[config.mk]
export PLATFORM = sky130hd
export DESIGN_NAME = pointwise_ctrl_k
export DESIGN_NICKNAME = d
export VERILOG_FILES = /design/src/rtl/pointwise_ctrl_k.sv
export SDC_FILE = /design/constraint.sdc
export NUM_CORES = 1
export LEC_CHECK = 0
export CORE_MARGIN = 8
export CORE_UTILIZATION = 55
export CTS_BUF_LIST = sky130_fd_sc_hd__clkbuf_4 sky130_fd_sc_hd__clkbuf_8
export DETAILED_ROUTE_END_ITERATION = 10
export GPL_TIMING_DRIVEN = 0
export PLACE_DENSITY_LB_ADDON = 0.25
export SLEW_MARGIN = 20
export SYNTH_ARGS = -nofsm -noshare
export SYNTH_HDL_FRONTEND = slang
export SYNTH_SLANG_ARGS = --single-unit
[constraint.sdc]
create_clock -name clk_i -period 18.2 [get_ports clk_i]
set_input_delay 3.64 -clock clk_i [delete_from_list [all_inputs] [get_ports clk_i]]
set_output_delay 3.64 -clock clk_i [all_outputs]
set_load 0.02 [all_outputs]
[src/rtl/pointwise_ctrl_k.sv]
// Pointwise coefficient multiply sequencer: streams N address pairs out of banks A/B,
// multiplies them, reduces mod 3329 and writes the results back in address order.

// state | meaning
// IDLE  | waiting for start_i
// RUN   | issuing reads k = 0..N-1, one per non-held cycle
// DRAIN | reads finished, pipeline still emitting writes
// DONE  | one-cycle completion pulse, then back to IDLE

module red_K (
   input  logic [23:0] x_i,
   output logic [11:0] r_o
);
   logic [13:0] q;
   logic [13:0] r0;

   // Barrett with m = floor(2^24/3329): the quotient estimate is low by at most one
   assign q   = 14'((38'(x_i) * 38'd5039) >> 24);
   assign r0  = 14'(x_i - 24'(q) * 24'd3329);
   assign r_o = 12'((r0 >= 14'd3329) ? r0 - 14'd3329 : r0);
endmodule

module pointwise_ctrl_k #(
   parameter int N  = 256,
   parameter int AW = 8
) (
   input  logic          clk_i,
   input  logic          rst_i,
   input  logic          start_i,
   input  logic          hold_i,
   output logic          busy_o,
   output logic          done_o,
   output logic          rd_en_o,
   output logic [AW-1:0] rd_addr_o,
   input  logic [11:0]   a_data_i,
   input  logic [11:0]   b_data_i,
   output logic          wr_en_o,
   output logic [AW-1:0] wr_addr_o,
   output logic [11:0]   wr_data_o
);
   typedef enum logic [1:0] {IDLE, RUN, DRAIN, DONE} state_t;

   localparam logic [AW-1:0] LAST = AW'(N - 1);

   state_t        state_q, state_d;
   logic [AW-1:0] cnt_q, cnt_d;
   logic          s1_valid_q, s1_valid_d;
   logic [AW-1:0] s1_addr_q, s1_addr_d;
   logic          s2_valid_q, s2_valid_d;
   logic [AW-1:0] s2_addr_q, s2_addr_d;
   logic [11:0]   s2_data_q, s2_data_d;

   logic          stall;
   logic          rd_en;
   logic [23:0]   prod;
   logic [11:0]   red;

   assign stall = hold_i && ((state_q == RUN) || (state_q == DRAIN));
   assign rd_en = (state_q == RUN) && !hold_i;

   // S1 tags the read issued last cycle; the banks keep its data on a/b_data_i while stalled
   assign prod = 24'(a_data_i) * 24'(b_data_i);

   red_K u_red (
      .x_i (prod),
      .r_o (red)
   );

   always_comb begin
      state_d = state_q;
      cnt_d   = cnt_q;
      case (state_q)
         IDLE: begin
            if (start_i) begin
               state_d = RUN;
               cnt_d   = '0;
            end
         end
         RUN: begin
            if (!hold_i) begin
               if (cnt_q == LAST) state_d = DRAIN;
               else               cnt_d   = cnt_q + 1'b1;
            end
         end
         DRAIN: begin
            if (!hold_i && s2_valid_q && (s2_addr_q == LAST)) state_d = DONE;
         end
         DONE:    state_d = IDLE;
         default: state_d = IDLE;
      endcase
   end

   always_comb begin
      s1_valid_d = s1_valid_q;
      s1_addr_d  = s1_addr_q;
      s2_valid_d = s2_valid_q;
      s2_addr_d  = s2_addr_q;
      s2_data_d  = s2_data_q;
      if (!stall) begin
         s1_valid_d = rd_en;
         s1_addr_d  = cnt_q;
         s2_valid_d = s1_valid_q;
         s2_addr_d  = s1_addr_q;
         if (s1_valid_q) s2_data_d = red;
      end
   end

   always_ff @(posedge clk_i) begin
      if (rst_i) begin
         state_q    <= IDLE;
         cnt_q      <= '0;
         s1_valid_q <= 1'b0;
         s1_addr_q  <= '0;
         s2_valid_q <= 1'b0;
         s2_addr_q  <= '0;
         s2_data_q  <= '0;
      end else begin
         state_q    <= state_d;
         cnt_q      <= cnt_d;
         s1_valid_q <= s1_valid_d;
         s1_addr_q  <= s1_addr_d;
         s2_valid_q <= s2_valid_d;
         s2_addr_q  <= s2_addr_d;
         s2_data_q  <= s2_data_d;
      end
   end

   assign busy_o    = (state_q == RUN) || (state_q == DRAIN);
   assign done_o    = (state_q == DONE);
   assign rd_en_o   = rd_en;
   assign rd_addr_o = rd_en ? cnt_q : '0;
   assign wr_en_o   = s2_valid_q && !hold_i;
   assign wr_addr_o = wr_en_o ? s2_addr_q : '0;
   assign wr_data_o = s2_data_q;
endmodule

==> results.cfg <==
[outcome]
status = completed

[setup_path]
worstRegToRegCells = 8
crit_fanout = 10
timing.critical_path.to_type = flop
crit_buf_inv = 9
r2r_slack_ns = 15.80
critPathMaxStageDelay_ns = 0.56
worst_ep_arrival_time_ns = 17.91
worst-endpoint-required_ns = 18.41
startpoint_type = input pin
reg2reg_from = state_q[0]
slowest_stage = sky130_fd_sc_hd__clkdlybuf4s50_1
worst_path_most_repeated_cell = sky130_fd_sc_hd__fa_1
crit_path_start = a_data_i[2]
crit_family = adder cells
criticalPathCategory = input pin to flop
crit_cells = 54

[yosys]
fraction_of_registers_with_async_set_reset = 0
ys_ff_latch = 40
postSynthCellCount = 1568
synth.cell_area_sq_um = 13590
synth_nets = 2047
yosysSeqAreaShare = 0.05894
syn-mean-instance-area_sq_um = 8.664
synth.lib_cells_used.distinct = 63
synth_enable_flop_cells = 0
yosys_most_used_dff = sky130_fd_sc_hd__dfxtp_1
synth_warnings = 0

[finish]
final_cell_mix = 392 x sky130_fd_sc_hd__inv_1, 227 x sky130_fd_sc_hd__fa_1, 219 x sky130_fd_sc_hd__ha_1, 154 x sky130_fd_sc_hd__nand2_1, 73 x sky130_fd_sc_hd__and2_1
fin_cells = 1985
layout.filler_cells = 2095
insertedDiodeCount = 0
most_frequent_standard_cell_in_the_layout_excluding_fill_and_tap_cells = sky130_fd_sc_hd__inv_1
area.sequential_sq_um = 800.8
multi_input_gate_area_sq_um = 11530
final_net_count = 2139
postLayoutCellArea_sq_um = 15310
drive_above_1_share = 0.07285
area_growth_pct = 12.67

[detailed_routing]
drt_iter0_drc = 377
drt-total-wl_microns = 29410
routed-wl-met2_microns = 15090
met3RoutedLength_microns = 776
detailroute.via_count = 10314
postRouteAntennaNets = 0
vias_per_cell = 5.196
highest-signal-layer = met4
remaining_drc_errors = 0
avgRoutedWirePerCell_microns = 14.82
drt_first_pass_iters = 5
routedLengthMet1_microns = 12930

[worst_hold_path]
whs_path_depth = 2
hold_path_class = flop to flop
hold_path_startpoint = s1_addr_q[6]

[placement]
postPlaceCellArea_sq_um = 14590
place_hpwl_microns = 25040
port-buffer-count = 59
dp_cells = 1951
post-place-ws_ns = -0.9334
globalplace.congestion = 0.8605

[cts]
tritoncts_clock_tree = done
cts_root_buffer = sky130_fd_sc_hd__clkbuf_8
clk_pin_slew_worst_paths_ns = 0.08
clock_path_buffers = 2
clk_latency_ns = 0.30
tritoncts_num_sinks = 40
cts_buffers = 5
cts_hold_buffers = 0
ctsHtreeMaxLevel = 2

[floorplan]
dieHeight_microns = 173.2
core_outline_area_sq_um = 24320
initial_utilization = 0.5586
width_of_the_chip_microns = 173.2
dieArea_sq_um = 29990
core.rowCount = 57
io_pins = 60

[sta]
final-setup-viol-count = 0
setup_ws_ns = 0.5069
finalCriticalPeriod_ns = 17.69
max_transition_margin = 0.5336
finalHoldViolCount = 0
period_utilisation_layout = 0.9721
tightestPinTransition_ns = 0.6947
max_freq_mhz = 56.52
worst_clock_skew_ns = 0.009136
timing.final.max_slew_violations = 0

[grt]
grt_antenna_before_repair = 0
grt.total_usage = 0.1993
globalRouteOverflowTotal = 0
grt_pass1_vias = 10994
grt_start_max_net_pins = 14
global_route_wire_length_before_repair_microns = 50940

[flow_run]
max_cap_viol_count = 0
-- worst reg2reg max path, cell delays in order (launching register included) --
cell and delay (ns):
sky130_fd_sc_hd__dfxtp_1 0.39, sky130_fd_sc_hd__inv_1 0.10, sky130_fd_sc_hd__ha_1 0.35, sky130_fd_sc_hd__nand2_1 0.24
sky130_fd_sc_hd__and2_1 0.17, sky130_fd_sc_hd__clkbuf_1 0.34, sky130_fd_sc_hd__clkbuf_1 0.42, sky130_fd_sc_hd__nand4b_1 0.20
sky130_fd_sc_hd__nand3_1 0.13
-- cells in the mapped netlist, drive strengths merged, types with 3 or more instances --
library cell,instances,area [sq um]
nand2b,8,50.05
and2,73,456.7
o21ai,30,153.9
o21bai,4,30.03
and3,7,43.79
xor2,28,245.2
a21oi,63,315.3
nand2,155,589.3
buf,3,15.01
fa,227,4544
nor3,23,115.1
ha,224,2803
nand3,14,70.07
nand3b,3,22.52
o31ai,3,22.52
nand4,7,43.79
o21a,12,90.09
or3,6,37.54
a31o,4,35.03
a31oi,5,31.28
clkbuf,39,146.4
xnor2,53,464.2
nor2b,6,37.54
nor2,54,202.7
o211ai,7,52.55
o311ai,3,26.28
inv,393,1475
a211oi,15,122.6
dfxtp,40,800.8
or4,5,37.54
a21o,17,127.6
-- metrics by stage --
step / TNS, ns / hold WS [ns] / util
6_report: 0 / 0.4552 / 0.6294
3_3_place_gp: -9.188 / 0.4396 / 0.5996
3_5_place_dp: -9.516 / 0.4445 / 0.5999
4_1_cts: 0 / 0.4563 / 0.6107
2_1_floorplan: 0 / 0.4273 / -
5_1_grt: -0.2005 / 0.4870 / 0.6294
-- routing by layer --
metal,up-vias,track usage
met5,-,0
met4,0,0.05534
met1,5029,0.2475
met3,44,0.01655
li1,5052,-
met2,189,0.3647
-- cells by family after synthesis --
group                    share of synthesized area
AO/OA/AOI/OAI                              0.09063
XOR/XNOR                                   0.05563
adder cells (fa/ha/maj)                     0.5408
buffers and inverters                       0.1205
flip-flops                                 0.05894
multiplexers                              0.001474
AND/OR/NAND/NOR                             0.1321
-- worst paths after layout --
| check | endpoint |
|---|---|
| max | wr_data_o[3] |
| min | s1_addr_q[6] |
| max reg2reg | wr_data_o[1] |
| min reg2reg | s1_addr_q[6] |
-- state kept, by name (all words and copies together), names as in the netlist --
name	count
wr_data_o	12
state_q	2
cnt_q	8
s1_valid_q	1
s2_addr_q	8
s1_addr_q	8
s2_valid_q	1
-- timing repair --
action                     4_1_cts  5_1_grt
pin swaps                        2       11
buffers inserted                 4       22
setup endpoints to repair       12       12
gates resized for setup         33       84
-- area by class of cell --
type,instances,area share
repair buffers,85,0.05133
plain buffers,42,0.01390
clock inverters,2,0.0009809
clock buffers,6,0.005395
flip-flops and latches,40,0.05231
well taps,324,0.02648
inverters,393,0.09637
multi-input cells,1093,0.7532
Power is not shown: default switching activity piles up to over one toggle a cycle in this logic, so the estimate is an artifact.
